[config.mk]
export PLATFORM = sky130hd
export DESIGN_NAME = control_sequencer_flat
export DESIGN_NICKNAME = d
export VERILOG_FILES = /design/src/rtl/control_sequencer_if.sv /design/src/rtl/control_sequencer.sv /design/src/flat_wrapper.sv
export SDC_FILE = /design/constraint.sdc
export NUM_CORES = 1
export LEC_CHECK = 0
export CAP_MARGIN = 20
export CORE_MARGIN = 1.5
export CORE_UTILIZATION = 40
export CTS_CLUSTER_SIZE = 8
export DETAILED_ROUTE_END_ITERATION = 8
export PLACE_DENSITY = 0.68
export SYNTH_ARGS = -nofsm -noshare
export SYNTH_HDL_FRONTEND = slang
export SYNTH_SLANG_ARGS = --single-unit
[constraint.sdc]
create_clock -name clk -period 3.4 [get_ports clk]
set_clock_uncertainty 0.05 [all_clocks]
set_input_delay 0.85 -clock clk [delete_from_list [all_inputs] [get_ports clk]]
set_output_delay 0.85 -clock clk [all_outputs]
set_load 0.02 [all_outputs]
[src/rtl/control_sequencer_if.sv]
// Bundle between the control sequencer and its datapath: instruction and flag
// inputs, mux selects, write enables and sequencer status.
interface control_sequencer_if;
  logic [5:0]  opcode;
  logic        zero;
  logic [1:0]  puerto1;
  logic [1:0]  puerto2;
  logic [24:0] contador;
  logic        s_inc, s_inm, we3, s_rel, s_ret, enablebackup;
  logic        selentrada, selsalida, s_cont;
  logic [2:0]  op;
  logic        enable0, enable1, enable2, enable3;
  logic        pc_hold, halted, waiting, call_active, err;

  modport master (
    input  opcode, zero, puerto1, puerto2, contador,
    output s_inc, s_inm, we3, s_rel, s_ret, enablebackup, selentrada, selsalida,
           s_cont, op, enable0, enable1, enable2, enable3,
           pc_hold, halted, waiting, call_active, err
  );

  modport slave (
    output opcode, zero, puerto1, puerto2, contador,
    input  s_inc, s_inm, we3, s_rel, s_ret, enablebackup, selentrada, selsalida,
           s_cont, op, enable0, enable1, enable2, enable3,
           pc_hold, halted, waiting, call_active, err
  );
endinterface

[src/rtl/control_sequencer.sv]
// Instruction decoder / sequencer: combinational decode in RUN, a programmable
// wait (WLOAD -> WAIT down-counter), single-level call backup and a sticky HALT.
//
// state    | meaning
// ST_RUN   | decode opcode (or one PC-advance cycle right after a wait)
// ST_WLOAD | load wait counter from contador, PC frozen
// ST_WAIT  | counting down, PC frozen
// ST_HALT  | stopped until reset
module control_sequencer (
  input  logic                        clk,
  input  logic                        reset,
  control_sequencer_if.master         bus
);
  typedef enum logic [1:0] {ST_RUN, ST_WLOAD, ST_WAIT, ST_HALT} state_t;

  localparam logic [5:0] OP_LI   = 6'b001000;
  localparam logic [5:0] OP_J    = 6'b001001;
  localparam logic [5:0] OP_JZ   = 6'b001010;
  localparam logic [5:0] OP_JNZ  = 6'b001011;
  localparam logic [5:0] OP_JR   = 6'b001100;
  localparam logic [5:0] OP_CALL = 6'b001101;
  localparam logic [5:0] OP_RET  = 6'b001110;
  localparam logic [5:0] OP_IN   = 6'b010000;
  localparam logic [5:0] OP_OUTI = 6'b010001;
  localparam logic [5:0] OP_OUTR = 6'b010010;
  localparam logic [5:0] OP_OUTX = 6'b010011;
  localparam logic [5:0] OP_WAIT = 6'b011000;
  localparam logic [5:0] OP_HALT = 6'b111111;

  state_t      r_state, w_next;
  logic [24:0] r_count;
  logic        r_resume, r_call_active, r_err;
  logic [3:0]  w_en;
  logic        w_set_call, w_clr_call, w_set_err;

  always_ff @(posedge clk) begin
    if (reset) begin
      r_state       <= ST_RUN;
      r_count       <= '0;
      r_resume      <= 1'b0;
      r_call_active <= 1'b0;
      r_err         <= 1'b0;
    end else begin
      r_state  <= w_next;
      // PC was held at the WAIT instruction; spend one RUN cycle stepping past it
      r_resume <= (r_state == ST_WLOAD || r_state == ST_WAIT) && (w_next == ST_RUN);
      if (r_state == ST_WLOAD)
        r_count <= bus.contador;
      else if (r_state == ST_WAIT && r_count != 25'd0)
        r_count <= r_count - 25'd1;
      if (w_set_call)
        r_call_active <= 1'b1;
      else if (w_clr_call)
        r_call_active <= 1'b0;
      if (w_set_err)
        r_err <= 1'b1;
    end
  end

  always_comb begin
    w_next = r_state;
    case (r_state)
      ST_RUN: begin
        if (!r_resume) begin
          if (bus.opcode == OP_WAIT)      w_next = ST_WLOAD;
          else if (bus.opcode == OP_HALT) w_next = ST_HALT;
        end
      end
      ST_WLOAD: w_next = (bus.contador == 25'd0) ? ST_RUN : ST_WAIT;
      ST_WAIT:  if (r_count <= 25'd1) w_next = ST_RUN;
      ST_HALT:  w_next = ST_HALT;
      default:  w_next = ST_RUN;
    endcase
  end

  always_comb begin
    bus.s_inc        = 1'b1;
    bus.s_inm        = 1'b0;
    bus.we3          = 1'b0;
    bus.s_rel        = 1'b0;
    bus.s_ret        = 1'b0;
    bus.enablebackup = 1'b0;
    bus.selentrada   = 1'b0;
    bus.selsalida    = 1'b0;
    bus.s_cont       = 1'b0;
    bus.op           = 3'b000;
    bus.pc_hold      = 1'b0;
    w_en             = 4'b0000;
    w_set_call       = 1'b0;
    w_clr_call       = 1'b0;
    w_set_err        = 1'b0;
    if (!reset) begin
      case (r_state)
        ST_RUN: begin
          if (!r_resume) begin
            casez (bus.opcode)
              6'b000???: begin bus.op = bus.opcode[2:0]; bus.we3 = 1'b1; end
              OP_LI:     begin bus.s_inm = 1'b1; bus.we3 = 1'b1; end
              OP_J:      bus.s_inc = 1'b0;
              OP_JZ:     bus.s_inc = ~bus.zero;
              OP_JNZ:    bus.s_inc = bus.zero;
              OP_JR:     bus.s_rel = 1'b1;
              OP_CALL: begin
                bus.s_inc = 1'b0;
                // backup register already holds a return address: degrade to J
                if (!r_call_active) begin
                  bus.enablebackup = 1'b1;
                  w_set_call       = 1'b1;
                end else begin
                  w_set_err = 1'b1;
                end
              end
              OP_RET: begin
                if (r_call_active) begin
                  bus.s_ret  = 1'b1;
                  w_clr_call = 1'b1;
                end else begin
                  w_set_err = 1'b1;
                end
              end
              OP_IN:   begin bus.selentrada = 1'b1; bus.we3 = 1'b1; end
              OP_OUTI: w_en[bus.puerto1] = 1'b1;
              OP_OUTR: begin bus.selsalida = 1'b1; w_en[bus.puerto1] = 1'b1; end
              OP_OUTX: begin bus.selsalida = 1'b1; w_en[bus.puerto2] = 1'b1; end
              OP_WAIT: begin bus.s_cont = 1'b1; bus.pc_hold = 1'b1; end
              OP_HALT: bus.pc_hold = 1'b1;
              default: w_set_err = 1'b1;
            endcase
          end
        end
        default: bus.pc_hold = 1'b1;
      endcase
    end
  end

  assign bus.enable0     = w_en[0];
  assign bus.enable1     = w_en[1];
  assign bus.enable2     = w_en[2];
  assign bus.enable3     = w_en[3];
  assign bus.halted      = (r_state == ST_HALT);
  assign bus.waiting     = (r_state == ST_WAIT);
  assign bus.call_active = r_call_active;
  assign bus.err         = r_err;
endmodule

[src/flat_wrapper.sv]
// flat-port wrapper written by rule: the top's interface ports become plain ports
module control_sequencer_flat 
  (clk, reset, bus_opcode, bus_zero, bus_puerto1, bus_puerto2, bus_contador, bus_s_inc, bus_s_inm, bus_we3, bus_s_rel, bus_s_ret, bus_enablebackup, bus_selentrada, bus_selsalida, bus_s_cont, bus_op, bus_enable0, bus_enable1, bus_enable2, bus_enable3, bus_pc_hold, bus_halted, bus_waiting, bus_call_active, bus_err);
  control_sequencer_if bus_i ();
  input  logic clk;
  input  logic reset;
  input wire logic [$bits(bus_i.opcode)-1:0] bus_opcode;
  input wire logic [$bits(bus_i.zero)-1:0] bus_zero;
  input wire logic [$bits(bus_i.puerto1)-1:0] bus_puerto1;
  input wire logic [$bits(bus_i.puerto2)-1:0] bus_puerto2;
  input wire logic [$bits(bus_i.contador)-1:0] bus_contador;
  output wire logic [$bits(bus_i.s_inc)-1:0] bus_s_inc;
  output wire logic [$bits(bus_i.s_inm)-1:0] bus_s_inm;
  output wire logic [$bits(bus_i.we3)-1:0] bus_we3;
  output wire logic [$bits(bus_i.s_rel)-1:0] bus_s_rel;
  output wire logic [$bits(bus_i.s_ret)-1:0] bus_s_ret;
  output wire logic [$bits(bus_i.enablebackup)-1:0] bus_enablebackup;
  output wire logic [$bits(bus_i.selentrada)-1:0] bus_selentrada;
  output wire logic [$bits(bus_i.selsalida)-1:0] bus_selsalida;
  output wire logic [$bits(bus_i.s_cont)-1:0] bus_s_cont;
  output wire logic [$bits(bus_i.op)-1:0] bus_op;
  output wire logic [$bits(bus_i.enable0)-1:0] bus_enable0;
  output wire logic [$bits(bus_i.enable1)-1:0] bus_enable1;
  output wire logic [$bits(bus_i.enable2)-1:0] bus_enable2;
  output wire logic [$bits(bus_i.enable3)-1:0] bus_enable3;
  output wire logic [$bits(bus_i.pc_hold)-1:0] bus_pc_hold;
  output wire logic [$bits(bus_i.halted)-1:0] bus_halted;
  output wire logic [$bits(bus_i.waiting)-1:0] bus_waiting;
  output wire logic [$bits(bus_i.call_active)-1:0] bus_call_active;
  output wire logic [$bits(bus_i.err)-1:0] bus_err;
  assign bus_i.opcode = bus_opcode;
  assign bus_i.zero = bus_zero;
  assign bus_i.puerto1 = bus_puerto1;
  assign bus_i.puerto2 = bus_puerto2;
  assign bus_i.contador = bus_contador;
  assign bus_s_inc = bus_i.s_inc;
  assign bus_s_inm = bus_i.s_inm;
  assign bus_we3 = bus_i.we3;
  assign bus_s_rel = bus_i.s_rel;
  assign bus_s_ret = bus_i.s_ret;
  assign bus_enablebackup = bus_i.enablebackup;
  assign bus_selentrada = bus_i.selentrada;
  assign bus_selsalida = bus_i.selsalida;
  assign bus_s_cont = bus_i.s_cont;
  assign bus_op = bus_i.op;
  assign bus_enable0 = bus_i.enable0;
  assign bus_enable1 = bus_i.enable1;
  assign bus_enable2 = bus_i.enable2;
  assign bus_enable3 = bus_i.enable3;
  assign bus_pc_hold = bus_i.pc_hold;
  assign bus_halted = bus_i.halted;
  assign bus_waiting = bus_i.waiting;
  assign bus_call_active = bus_i.call_active;
  assign bus_err = bus_i.err;
  control_sequencer u_core (.clk(clk), .reset(reset), .bus(bus_i));
endmodule
; Word-level counts from Yosys, hierarchy flattened
; Cells that the tools add are included.
; Widths: inputs -> output; s select.
[word_totals]
ff_bits = 30
inputBits = 38
out_inout_bits = 21
[classes]
n_addsub = 1
magnitude_cmp = 5
n_eq_ne = 16
mux = 68
n_bitwise = 1
n_reduce_logical = 18
[ops]
columns = cell, count
row1 = $mux 25, 2
row2 = $mux 1, 48
row3 = $eq 6x4->1 const B, 7
row4 = $eq 6x5->1 const B, 5
row5 = $le 25x1->1 const B, 1
row6 = $logic_not 25->1, 1
row7 = $reduce_bool 25->1, 1
row8 = $sub 25x1->25 const B, 1
row9 = $mux 3, 4
row10 = $mux 4, 3
row11 = $reduce_or 12->1, 1
row12 = $mux 2, 5
row13 = $pmux 2 s4, 1
row14 = $pmux 4 s2, 1
row15 = $reduce_or 2->1, 4
row16 = $eq 6x6->1 const B, 1
row17 = $lt 2x3->1 const B, 2
row18 = $pmux 1 s3, 2
row19 = $demux 1 s2, 2
row20 = $eq 2x2->1 const B, 2
row21 = $ge 2x1->1 const B, 2
row22 = $logic_and 1x1->1, 4
row23 = $logic_not 2->1, 2
row24 = $reduce_bool 2->1, 2
row25 = 5 further kinds, 5

; Depth between registers and ports, before layout
[depth]
word_depth = 8
mapped_depth = 9
mapped_depth_nobuf = 7

; Least setup slack after synthesis
; No wires, ideal clock.
[synth_path]
path_kind = input-to-output
from = input port reset
to = output port bus_we3
arrival_time_ns = 2.485
required_ns = 2.500
setup_slack_ns = 0.015
cell_stages = 5
path_buffers = 1
path_cell_list = clkbuf_1 -> nor3b_1 -> nand3_1 -> nor4_1 -> or3_1
[synth_between]
elab_chain_len = 1
[synth_rtl]
columns = element, line
row1 = from (decl), flat_wrapper.sv:6  ; input logic reset;
row2 = $mux 1, control_sequencer.sv:92  ; if (!reset) begin
row3 = to (decl), flat_wrapper.sv:14  ; output wire logic [$bits(bus_i.we3)-1:0] bus_we3;
; No other way between the ends.

; Final worst setup path
[layout_path]
from = input port bus_opcode[0]
to = output port bus_enable2
[layout_between]
elab_chain_len = 6
word_cells_on_any_way = 8
classes_between = 3 x eq/ne / 4 x mux / 1 x reduce/logical
[layout_rtl]
columns = element, line
row1 = from (decl), flat_wrapper.sv:7  ; input wire logic [$bits(bus_i.opcode)-1:0] bus_opcode;
row2 = $eq 6x5->1, control_sequencer.sv:96  ; casez (bus.opcode)
row3 = $reduce_or 2->1 (no source line), n/a
row4 = $pmux 4 s2 *, control_sequencer.sv:96
row5 = $mux 4 *, control_sequencer.sv:95  ; if (!r_resume) begin
row6 = $mux 4 *, control_sequencer.sv:93  ; case (r_state)
row7 = $mux 4 *, control_sequencer.sv:92
row8 = to (decl), flat_wrapper.sv:24  ; output wire logic [$bits(bus_i.enable2)-1:0] bus_enable2;
; Mark *: on every way between the ends. The rest lies on a longest branch, timed or not.

==> flow_metrics.tcl <==
set metrics [dict create \
    whs_endpoint "u_core.bus.err" \
    met2_length_mm 2.92 \
    power_mw 2.35 \
    via_per_inst 5.61 \
    status "complete, no violations" \
    die_w_microns 78.6 \
    max_freq_mhz 302 \
    grt_pass1_vias 2329 \
    grt_pass1_wl_mm 10.8 \
    row_count 27 \
    numCtsBuffers 5 \
    synth.avg_cell_area_sq_um 7.81 \
    ant_nets 0 \
    clock-sinks 30 \
    io_buffers 58 \
    power.internal_mw 1.22 \
    leakagePower_nw 1.19 \
    grt_overflow 0 \
    crit_type "primary input to output pin" \
    swShare 0.482 \
    drc_errors 0 \
    maxCapViolations 0 \
    p_clk_frac 0.129 \
    maxSlewHeadroom 0.525 \
    ys.flop_type "dfxtp_1" \
    diodes 0 \
    cp_max_fo 15 \
    clk_latency_ps 290 \
    finalSetupViolations 0 \
    gp_congestion 0.836 \
    ys_warn_count 0 \
    p_switching_mw 1.13 \
    clock_path_buffers 2 \
    cts_tree "built" \
    fin_cells 436 \
    p_comb_frac 0.588 \
    die_area_sq_mm 0.00618 \
    worst_ir_drop_vdd_mv 0.504 \
    antenna_found_initial 0 \
    grt_max_degree 22 \
    async_reset_ff_frac 0 \
    synth-edff-count 0 \
    rr_startpoint "u_core.r_count[0]" \
    first_pass_iters 4 \
    cts.htree.levels 2 \
    syn-num-nets 338 \
    drive_gt1_frac 0.168 \
    finalWirelength_mm 6.36 \
    min_path_type "register to register" \
    r2r-end "u_core.r_count[21]" \
    clockRootBuffer "clkbuf_8" \
    wl_per_cell_microns 14.6 \
    finalMaxSlewViolations 0 \
    post-route-min-period_ps 3310 \
    ff2ff_setup_slack_ps 770 \
    whs_path_depth 2 \
    ios 59 \
    dp_hpwl_mm 4.77 \
    start_util 0.416 \
    area_growth_pct 40.3 \
    synth_seq_area_share 0.262 \
    syn_area_sq_mm 0.00229 \
    power_density_mw_per_mm2 731 \
    track_usage 0.216 \
    place_inst 425 \
    setup.worst_path.end_class "output pin" \
    hold_start "u_core.bus.err" \
    crit_required_ps 2500 \
    met3WireLength_microns 413 \
    coreArea_sq_mm 0.00551 \
    top_layer "met4" \
    synthCells 293 \
    drt-met1-wl_mm 2.95 \
    report.final.hold_viol_count 0 \
    drt-initial-drc-count 100 \
    r2r_cells 7 \
    worstMarginPinSlew_ps 706 \
    vias 2447 \
    seqPwrFrac 0.284 \
    synth-seq-cells 30 \
    clkSlewWorstSetupHoldPaths_ps 70 \
    period_share 0.973 \
    critPathArrivalTime_ps 2410 \
    fin_nets 408 \
    die_h_microns 78.6 \
    ys_types 54 \
    worst_setup_path_start_kind "primary input" \
]
[area by class of cell]
class                           instances  area, sq um
Fill cell                             525         2300
Multi-Input combinational cell        232         1630
Timing Repair Buffer                   81          748
Sequential cell                        30          601
Tap cell                               72         90.1
Clock buffer                            7         86.3
Inverter                               13         48.8
Clock inverter                          1         5.00
[cells by family (layout without fill, tap and decap cells)]
kind of cell	Yosys count	count (layout)	share of synthesized area
adder cells (fa/ha/maj)	7	7	0.0383
multiplexers	1	1	0.00437
buffers and inverters	31	102	0.0525
flip-flops	30	30	0.262
AND/OR/NAND/NOR	137	137	0.361
XOR/XNOR	14	14	0.0536
AO/OA/AOI/OAI	73	73	0.227
[state kept, by name (all words and copies together), names as in the netlist]
signal and flops:
u_core.bus.err 1, u_core.bus.call_active 1, u_core.r_state 2, u_core.r_resume 1, u_core.r_count 25
[placed cells by master, fill, tap and decap left out, types with 3 or more instances in the layout]
| master | count |
|---|---|
| a211oi_1 | 19 |
| clkbuf_8 | 6 |
| xnor2_1 | 12 |
| and4_1 | 4 |
| dlygate4sd2_1 | 11 |
| buf_4 | 20 |
| dfxtp_1 | 30 |
| and2_1 | 3 |
| nor4_4 | 3 |
| o211ai_1 | 3 |
| buf_6 | 4 |
| dlymetal6s2s_1 | 4 |
| nand2_1 | 14 |
| nand3_1 | 10 |
| o21ai_0 | 13 |
| inv_1 | 12 |
| nor2b_1 | 4 |
| buf_2 | 3 |
| or4_1 | 3 |
| a21oi_1 | 11 |
| a311oi_1 | 6 |
| ha_1 | 7 |
| nor4_1 | 12 |
| nor3_1 | 7 |
| o41ai_1 | 3 |
| nand4_1 | 8 |
| nor2_1 | 38 |
| or2_2 | 3 |
| nor4_2 | 5 |
| clkdlybuf4s50_1 | 35 |
[synthesized netlist by cell type, types with 2 or more instances]
cell type  instances  area, sq um
a2111oi_0          2         17.5
a2111oi_2          2         30.0
a211oi_1          19          143
a21oi_1           11         55.1
a311oi_1           6         52.6
and2_1             3         18.8
and3_1             3         18.8
and4_1             4         35.0
buf_2              3         15.0
clkbuf_1          15         56.3
dfxtp_1           30          601
ha_1               7         87.6
inv_1             12         45.0
nand2_1           14         52.6
nand3_1           10         50.1
nand4_1            8         50.1
nand4b_1           2         17.5
nor2_1            38          143
nor2b_1            5         31.3
nor3_1             7         35.0
nor3b_1            3         22.5
nor4_1            15         93.8
nor4_2             3         37.5
nor4_4             2         42.5
nor4b_1            3         26.3
nor4bb_1           2         20.0
o211ai_1           3         22.5
o21a_1             2         15.0
o21ai_0           13         65.1
o22ai_1            2         12.5
o31ai_1            2         15.0
o41ai_1            3         26.3
or2_2              3         18.8
or3_1              2         12.5
or4_1              3         22.5
xnor2_1           12          105
xor2_1             2         17.5
[through the flow]
step	instance area (sq um)	hold WS [ps]	TNS [ps]	setup slack [ps]	utilization
5_1_grt	3210	440	-6.12	-6.12	0.583
6_report	3210	430	0	92.3	0.583
3_3_place_gp	3050	414	-6300	-552	0.554
2_1_floorplan	2290	438	0	15.3	-
4_1_cts	3160	429	-2.41	-2.41	0.573
3_5_place_dp	3050	418	-6400	-581	0.554
[power groups by stage]
stage                     combinational (mW)  clock, mW  sequential (mW)
after global placement                  1.35          0            0.664
after floorplan                         1.05          0            0.634
final                                   1.38      0.303            0.665
after CTS                               1.37      0.313            0.660
after detailed placement                1.36          0            0.667
after global routing                    1.53      0.327            0.692
[timing repair]
| action | in CTS | in global routing |
|---|---|---|
| hold buffers | 0 | 0 |
| gates resized for setup | 45 | 18 |
| setup endpoints to repair | 17 | 13 |
| pin swaps | 0 | 3 |
| buffers inserted | 1 | 2 |
[critical path: stages]
cell,delay [ps]
clkdlybuf4s50_1,450
buf_12,170
xnor2_1,370
nor2_1,110
nand2_1,90
a2bb2oi_1,170
nor2_1,50
buf_2,150
[worst max path at each step]
stage                  start     endpoint  slack (ps)
2_1_floorplan          reset      bus_we3          20
3_3_place_gp   bus_opcode[2]  bus_enable2        -550
3_5_place_dp   bus_opcode[2]  bus_enable2        -580
4_1_cts        bus_opcode[2]  bus_pc_hold          -2
5_1_grt        bus_opcode[0]    bus_s_inc          -6
6_report       bus_opcode[0]  bus_enable2          90
[metal layers]
layer  vias up  GRT usage
li1       1259          -
met1      1114      0.278
met2        68      0.354
met3         6     0.0453
met4         0     0.0768
met5         -          0
Power figures use the tool's default switching activity.
